<file path="config.mk">
export PLATFORM = sky130hd
export DESIGN_NAME = int_ctrl
export DESIGN_NICKNAME = d
export VERILOG_FILES = /design/src/rtl/int_ctrl_pkg.sv /design/src/rtl/int_ctrl_sync.sv /design/src/rtl/int_ctrl.sv
export SDC_FILE = /design/constraint.sdc
export NUM_CORES = 1
export LEC_CHECK = 0
export ABC_AREA = 1
export CAP_MARGIN = 20
export CORE_MARGIN = 5
export CORE_UTILIZATION = 33
export DETAILED_ROUTE_END_ITERATION = 8
export PLACE_DENSITY = 0.68
export SLEW_MARGIN = 20
export SYNTH_ARGS = -nofsm -noshare
export SYNTH_HDL_FRONTEND = slang
export SYNTH_SLANG_ARGS = --single-unit
export TNS_END_PERCENT = 20
</file>
<file path="constraint.sdc">
create_clock -name clock -period 2.15 [get_ports clock]
set_clock_uncertainty 0.2 [all_clocks]
set_input_delay 0.5375 -clock clock [delete_from_list [all_inputs] [get_ports clock]]
set_output_delay 0.5375 -clock clock [all_outputs]
set_load 0.02 [all_outputs]
</file>
<file path="src/rtl/int_ctrl_pkg.sv">
// Shared constants for the int_ctrl interrupt controller: source count,
// register word addresses, COMPARE reset value and the Int line folding.
package int_ctrl_pkg;

  localparam int NUM_SRC = 8;
  localparam int NUM_INT = 5;

  localparam logic [2:0] ADDR_PENDING = 3'd0;
  localparam logic [2:0] ADDR_MASK    = 3'd1;
  localparam logic [2:0] ADDR_MODE    = 3'd2;
  localparam logic [2:0] ADDR_COUNT   = 3'd4;
  localparam logic [2:0] ADDR_COMPARE = 3'd5;

  localparam logic [31:0] COMPARE_RST = 32'hFFFF_FFFF;

  // Pairs of masked sources share one CPU line; bit 8 (timer) drives line 4 unmasked.
  function automatic logic [NUM_INT-1:0] int_lines(input logic [8:0] pend,
                                                   input logic [7:0] mask);
    logic [NUM_INT-1:0] lines;
    for (int k = 0; k < 4; k++) begin
      lines[k] = |(pend[2*k +: 2] & mask[2*k +: 2]);
    end
    lines[4] = pend[8];
    return lines;
  endfunction

endpackage

</file>
<file path="src/rtl/int_ctrl_sync.sv">
// irq_sync: two-flop synchronizer for one asynchronous request plus a
// rising-edge detector on the synchronized value. The edge history always
// runs, independent of the source mode, so mode changes never fake an edge.
module irq_sync (
  input  logic clock,
  input  logic reset,
  input  logic irq_async,
  output logic level,
  output logic rise
);

  logic s1_q, s1_d;
  logic s2_q, s2_d;
  logic hist_q, hist_d;

  // Next-state: shift the request through the synchronizer and history.
  always_comb begin
    s1_d   = irq_async;
    s2_d   = s1_q;
    hist_d = s2_q;
  end

  // State registers; reset discards anything in flight.
  always_ff @(posedge clock or posedge reset) begin
    if (reset) begin
      s1_q   <= 1'b0;
      s2_q   <= 1'b0;
      hist_q <= 1'b0;
    end else begin
      s1_q   <= s1_d;
      s2_q   <= s2_d;
      hist_q <= hist_d;
    end
  end

  assign level = s2_q;
  assign rise  = s2_q & ~hist_q;

endmodule

</file>
<file path="src/rtl/int_ctrl.sv">
// int_ctrl: 8-source interrupt controller with PENDING/MASK/MODE registers
// and registered CPU lines Int[4:0]. Optional COUNT/COMPARE timer on
// PENDING[8]/Int[4] is built only when macro INT_CTRL_TIMER_EN is defined.
module int_ctrl
  import int_ctrl_pkg::*;
(
  input  logic                 clock,
  input  logic                 reset,
  input  logic [NUM_SRC-1:0]   irq_in,
  input  logic                 bus_sel,
  input  logic                 bus_we,
  input  logic [2:0]           bus_addr,
  input  logic [31:0]          bus_wdata,
  output logic [31:0]          bus_rdata,
  output logic [NUM_INT-1:0]   Int
);

  logic [NUM_SRC-1:0] sync_lvl;
  logic [NUM_SRC-1:0] sync_rise;

  for (genvar i = 0; i < NUM_SRC; i++) begin : g_sync
    irq_sync u_sync (
      .clock     (clock),
      .reset     (reset),
      .irq_async (irq_in[i]),
      .level     (sync_lvl[i]),
      .rise      (sync_rise[i])
    );
  end

  logic               wr;
  logic               rd;
  logic [8:0]         w1c;
  logic [8:0]         pending_q, pending_d;
  logic [7:0]         mask_q, mask_d;
  logic [7:0]         mode_q, mode_d;
  logic [NUM_INT-1:0] int_q, int_d;
  logic [31:0]        rdata;

  assign wr  = bus_sel & bus_we;
  assign rd  = bus_sel & ~bus_we;
  assign w1c = (wr && bus_addr == ADDR_PENDING) ? bus_wdata[8:0] : 9'd0;

`ifdef INT_CTRL_TIMER_EN
  logic [31:0] count_q, count_d;
  logic [31:0] compare_q, compare_d;
  logic        compare_wr;

  assign compare_wr = wr && bus_addr == ADDR_COMPARE;
`else
  logic unused_ok;
  assign unused_ok = ^{bus_wdata[31:9], w1c[8]};
`endif

  // Next-state for pending/mask/mode/Int (and timer); edge set beats W1C clear.
  always_comb begin
    pending_d = pending_q;
    mask_d    = (wr && bus_addr == ADDR_MASK) ? bus_wdata[7:0] : mask_q;
    mode_d    = (wr && bus_addr == ADDR_MODE) ? bus_wdata[7:0] : mode_q;
    for (int i = 0; i < NUM_SRC; i++) begin
      if (mode_q[i]) pending_d[i] = (pending_q[i] & ~w1c[i]) | sync_rise[i];
      else           pending_d[i] = sync_lvl[i];
    end
`ifdef INT_CTRL_TIMER_EN
    count_d      = (wr && bus_addr == ADDR_COUNT) ? bus_wdata : count_q + 32'd1;
    compare_d    = compare_wr ? bus_wdata : compare_q;
    pending_d[8] = (pending_q[8] & ~w1c[8] & ~compare_wr) | (count_q == compare_q);
`else
    pending_d[8] = 1'b0;
`endif
    int_d = int_lines(pending_q, mask_q);
  end

  // Register file and Int lines; everything clears asynchronously.
  always_ff @(posedge clock or posedge reset) begin
    if (reset) begin
      pending_q <= '0;
      mask_q    <= '0;
      mode_q    <= '0;
      int_q     <= '0;
`ifdef INT_CTRL_TIMER_EN
      count_q   <= '0;
      compare_q <= COMPARE_RST;
`endif
    end else begin
      pending_q <= pending_d;
      mask_q    <= mask_d;
      mode_q    <= mode_d;
      int_q     <= int_d;
`ifdef INT_CTRL_TIMER_EN
      count_q   <= count_d;
      compare_q <= compare_d;
`endif
    end
  end

  // Combinational read mux; zero when idle, writing, in reset or reserved.
  always_comb begin
    rdata = 32'd0;
    if (rd && !reset) begin
      case (bus_addr)
        ADDR_PENDING: rdata = {23'd0, pending_q};
        ADDR_MASK:    rdata = {24'd0, mask_q};
        ADDR_MODE:    rdata = {24'd0, mode_q};
`ifdef INT_CTRL_TIMER_EN
        ADDR_COUNT:   rdata = count_q;
        ADDR_COMPARE: rdata = compare_q;
`endif
        default:      rdata = 32'd0;
      endcase
    end
  end

  assign bus_rdata = rdata;
  assign Int       = int_q;

endmodule

</file>
==> results of run 1 <==
## repair_timing
action | 4_1_cts | 5_1_grt
setup buffers | 1 | 0
endpoints found under the setup margin | 8 | 8
resized for setup | 78 | 9
pin swaps | 3 | 1
gates cloned | 3 | 0
## worst max-delay path, stage by stage
cell     delay (ns)
buf_2          0.16
nor2_4         0.23
nand3_1        0.11
nand3_1        0.12
nand2_2        0.06
inv_2          0.05
buf_6          0.10
## flip-flops by register name, summed over array words and instances (netlist names)
register,count
g_sync.u_sync.level,8
mask_q,8
g_sync.u_sync.hist_q,8
g_sync.u_sync.s1_q,8
pending_q,8
Int,4
mode_q,8
## logic make-up after synthesis
| kind of cell | Yosys count | synth area share |
|---|---|---|
| flops | 52 | 0.548 |
| buf+inv | 59 | 0.150 |
| compound gates | 20 | 0.0738 |
| simple gates | 111 | 0.227 |
| other cells | 1 | 0.00158 |
## cell type report
class | count | share of cell area
sequential | 52 | 0.448
inverter | 28 | 0.0370
clock buffer | 8 | 0.0310
timing repair inverter | 2 | 0.00516
tap | 99 | 0.0426
timing repair buffer | 45 | 0.149
multi-input combinational | 157 | 0.287
## synth_stat cells (all sizes together)
master  instances  area, µm²
nand2          74        285
dfrtp          52       1300
buf            31        248
inv            28        108
nand3          25        138
o21ai          16        140
nand4           9       71.3
a22o            4       35.0
nor2            2       31.3
conb            1       3.75
nor3b           1       12.5
## per-stage QoR
| step | total power [µW] | setup TNS [ns] |
|---|---|---|
| 2_1_floorplan | 1500 | 0 |
| 3_3_place_gp | 1610 | -9.80 |
| 3_5_place_dp | 1620 | -10.32 |
| 4_1_cts | 2200 | 0 |
| 5_1_grt | 2310 | -0.0189 |
| 6_report | 2170 | 0 |
## layer usage
| metal | up-vias | GRT usage | part of all wire |
|---|---|---|---|
| li1 | 822 | - | - |
| met1 | 807 | 0.134 | 0.43 |
| met2 | 53 | 0.190 | 0.48 |
| met3 | 6 | 0.0343 | 0.071 |
| met4 | 0 | 0.0469 | 0.016 |
| met5 | - | 0 | 0 |
## power groups by stage
stage	logic, µW	clock network [µW]	registers [µW]
floorplan	288	0	1210
global placement	398	0	1210
detailed placement	407	0	1210
CTS	417	587	1190
global route	465	629	1210
finish	412	561	1190
## final timing paths
kind	startpoint	to	slack [ns]	cells past startpoint
worst max-delay path	bus_addr[2]	bus_rdata[3]	0.03	7
worst min-delay path	g_sync[7].u_sync.s1_q	g_sync[7].u_sync.level	0.15	0
worst max register to register	pending_q[3]	Int[1]	1.20	1
worst min register to register	g_sync[7].u_sync.s1_q	g_sync[7].u_sync.level	0.15	0
max in group asynchronous	reset	g_sync[0].u_sync.s1_q	1.21	4
min in group asynchronous	reset	mask_q[6]	0.30	4
==> flow_summary.yaml, run 1 <==
run_status:
  outcome: "complete, no violations"
pwr:
  power.switching_uw: 623
  power.share.clock: 0.259
  pwr-share-seq: 0.551
  combPwrFrac: 0.190
  ir_drop_mv: 0.246
  power_leakage_uw: 0.00146
  swShare: 0.287
  power_density_nw_per_um2: 745
  p_int_uw: 1540
setup_path:
  path_class: "input pin to output pin"
  crit_fanout: 8
  arrival_ns: 1.38
  cp-end-kind: "output pin"
  worstSetupStartpointType: "input pin"
  required_ns: 1.41
detailed_routing:
  vias: 1688
  drtAntennaViolNets: 0
  routed_via_density: 4.32
  drcViolationCount: 0
  first_iter_violations: 84
  dr.pass1.iters: 4
  wl_um: 4570
  avgRoutedWirePerCell_um: 11.7
cells_and_area:
  most-common-layout-cells: "64 x nand2_1, 52 x dfrtp_1, 25 x conb_1"
  syn_to_final_growth_pct: 22.5
  n_antenna_cell: 0
  final-seq-area_um2: 1300
  fillers: 692
  final_cells: 391
  mostFrequentLayoutCell: "nand2_1"
  drive_gt1_frac: 0.250
  final_core_utilization: 0.407
  multiInputGateArea_um2: 836
  stdcell_area_um2: 2910
  nNetsFinal: 338
timing:
  fin_ws_ns: 0.0339
  max_freq_ghz: 0.473
  drv_slew: 0
  hold_viol: 0
  min_period_ns: 2.12
  rsz0062_at_grt: "yes"
  min_period_over_period: 0.984
  hold_ws_ns: 0.149
  setup_violations: 0
synth:
  ys_ff_latch: 52
  syn_area_per_cell_um2: 9.77
  synthDistinctLibCells: 18
  syn-cell-area_um2: 2370
  synth_cells: 243
  synth_seq_area_share: 0.548
  ys_warn_count: 0
cts:
  numCtsBuffers: 5
  clock_sinks: 52
  h-tree-depth: 2
  cts_root_buf: "clkbuf_8"
  cts_tree: "done"
  clock_latency_ns: 0.30
  cts_buffer_depth: 2
  cts_hold_buf: 0
  clkTransAtPathRegs_ns: 0.09
floorplan:
  die_h_um: 94.8
  ios: 84
  die_w_um: 94.8
  row_count: 31
  die_area_um2: 8990
  start_util: 0.333
  core_area_um2: 7140
global_route:
  grt_max_degree: 53
  grt_pass1_wl_um: 7780
  antenna_found_initial: 0
  grt_use_total: 0.113
  overflow: 0
  first_global_vias: 1681
placed_design:
  dp_hpwl_um: 3090
  port_buffers: 34
  place_inst: 379
  place_area_um2: 2770
  pre_cts_ws_ns: -0.861
  place_congestion: 0.821
hold_path:
  hp-class: "flip-flop to flip-flop"
job:
  maxCapViolations: 0
Power figures use the tool's default switching activity.
==> run 2, diff against run 1 <==
--- a/config.mk
+++ b/config.mk
@@ -7,6 +7,7 @@
 export LEC_CHECK = 0
 export ABC_AREA = 1
 export CAP_MARGIN = 20
+export CORE_ASPECT_RATIO = 0.6
 export CORE_MARGIN = 5
 export CORE_UTILIZATION = 33
 export DETAILED_ROUTE_END_ITERATION = 8
@@ -15,4 +16,3 @@
 export SYNTH_ARGS = -nofsm -noshare
 export SYNTH_HDL_FRONTEND = slang
 export SYNTH_SLANG_ARGS = --single-unit
-export TNS_END_PERCENT = 20
==> run 2 against run 1 <==
- critical path depth is the same
- setup slack lost 0.014 ns
- total power grew 14%
- via count grew 1.2%
- clock power grew 46%
- hold slack lost 0.00062 ns
- core utilization grew 5.2 points
- count of clock-buffer cells in the layout shrank 1
- maximum frequency shrank 0.64%
- register-to-register slack lost 0.03 ns
- critical path type unchanged
- largest power group unchanged
==> flow_summary.yaml, run 2 (synthesis results as in run 1) <==
run_status:
  outcome: "complete, no violations"
timing:
  max_freq_ghz: 0.470
  hold_ws_ns: 0.148
  drv_slew: 0
  min_period_ns: 2.13
  setup_violations: 0
  min_period_over_period: 0.991
  hold_viol: 0
detailed_routing:
  wl_um: 5210
  avgRoutedWirePerCell_um: 13.5
  routed_via_density: 4.44
  dr.pass1.iters: 7
  vias: 1708
  first_iter_violations: 92
  drcViolationCount: 0
  drtAntennaViolNets: 0
cells_and_area:
  mostFrequentLayoutCell: "nand2_1"
  most-common-layout-cells: "66 x nand2_1, 52 x dfrtp_1, 25 x conb_1"
  n_antenna_cell: 0
  nNetsFinal: 345
  final_cells: 385
  syn_to_final_growth_pct: 32.1
  fillers: 610
  drive_gt1_frac: 0.292
pwr:
  pwr-share-seq: 0.488
  p_int_uw: 1790
  power_density_nw_per_um2: 790
  power.switching_uw: 685
  combPwrFrac: 0.181
  swShare: 0.277
  power_leakage_uw: 0.00158
  power.share.clock: 0.331
  power_uw: 2480
  ir_drop_mv: 0.321
setup_path:
  path_class: "input pin to output pin"
  crit_fanout: 8
  cp_common_cell: "buf_6"
  path_cells: "buf_6, clkinvlp_4, nand4_1, nand3_1, nand2_2, inv_2, buf_6"
  required_ns: 1.41
  cp-end-kind: "output pin"
  path_buf_inv: 4
  arrival_ns: 1.39
  critPathTopFamily: "buffers and inverters"
  worstSetupStartpointType: "input pin"
  crit_path_top_delay_cell: "clkinvlp_4"
  slowest_delay_ns: 0.21
cts:
  clkTransAtPathRegs_ns: 0.06
  cts_root_buf: "clkbuf_16"
  clock_sinks: 52
  cts_hold_buf: 0
  h-tree-depth: 2
  cts_buffer_depth: 2
  numCtsBuffers: 5
  cts_tree: "done"
  clock_latency_ns: 0.29
global_route:
  overflow: 0
  grt_max_degree: 53
  grt_use_total: 0.120
  antenna_found_initial: 0
  grt_pass1_wl_um: 8380
  first_global_vias: 1690
floorplan:
  die_h_um: 75.7
  row_count: 23
  core_area_um2: 6820
  start_util: 0.348
  ios: 84
  die_w_um: 119
  die_area_um2: 9040
job:
  maxCapViolations: 0
hold_path:
  hp-class: "flip-flop to flip-flop"
placed_design:
  dp_hpwl_um: 3340
  place_congestion: 0.814
  place_inst: 368
  port_buffers: 34
-- run 2: cell count changes in the layout (fill, tap and decap cells not counted), moves of 3 or more --
cell	before	now
inv_1	18	21
nand3_2	0	12
clkbuf_16	0	5
nand3_1	24	12
inv_2	9	6
clkbuf_8	6	2
buf_12	1	4
buf_6	10	15
-- run 2: power groups by stage --
| stage | combinational, µW | clock [µW] | sequential, µW |
|---|---|---|---|
| floorplan | 288 | 0 | 1210 |
| global placement | 400 | 0 | 1210 |
| detailed placement | 410 | 0 | 1220 |
| CTS | 442 | 846 | 1200 |
| global route | 496 | 889 | 1220 |
| finish | 449 | 819 | 1210 |
-- run 2: cell type report --
class	instances	area (µm²)	area share
Tap cell	87	109	0.0347
Timing Repair inverter	1	7.51	0.00240
Inverter	28	108	0.0343
Clock buffer	7	153	0.0487
Sequential cell	52	1300	0.415
Multi-Input combinational cell	158	902	0.288
Timing Repair Buffer	52	554	0.177
-- run 2: final timing paths --
path                                               end  cells after the start  slack [ns]                   from
worst max register to register                  Int[0]                      1        1.17           pending_q[1]
min in group asynchronous                 pending_q[6]                      4        0.32                  reset
worst min register to register  g_sync[6].u_sync.level                      0        0.15  g_sync[6].u_sync.s1_q
worst min-delay path            g_sync[6].u_sync.level                      0        0.15  g_sync[6].u_sync.s1_q
max in group asynchronous        g_sync[0].u_sync.s1_q                      4        1.19                  reset
worst max-delay path                      bus_rdata[7]                      7        0.02            bus_addr[1]
-- run 2: layer usage --
layer,global-route usage,part of all wire,up-vias
met3,0.0334,0.056,11
li1,-,-,836
met4,0.0508,0.017,0
met5,0,0,-
met1,0.162,0.46,803
met2,0.186,0.47,58
-- run 2: metrics by stage --
stage          cell area (µm²)   util  worst slack (ns)  setup TNS (ns)
6_report                  3130  0.460            0.0203               0
3_3_place_gp              2770  0.407            -0.831           -8.14
2_1_floorplan             2460      -             0.118               0
5_1_grt                   3130  0.460           -0.0203         -0.0203
4_1_cts                   3080  0.452           -0.0101         -0.0237
3_5_place_dp              2770  0.407            -0.870           -8.82
-- run 2: what timing repair did --
action,CTS,global route
endpoints found under the setup margin,8,8
setup buffers,8,0
gates cloned,3,0
hold endpoints to repair,0,0
resized for setup,80,24
pin swaps,11,6
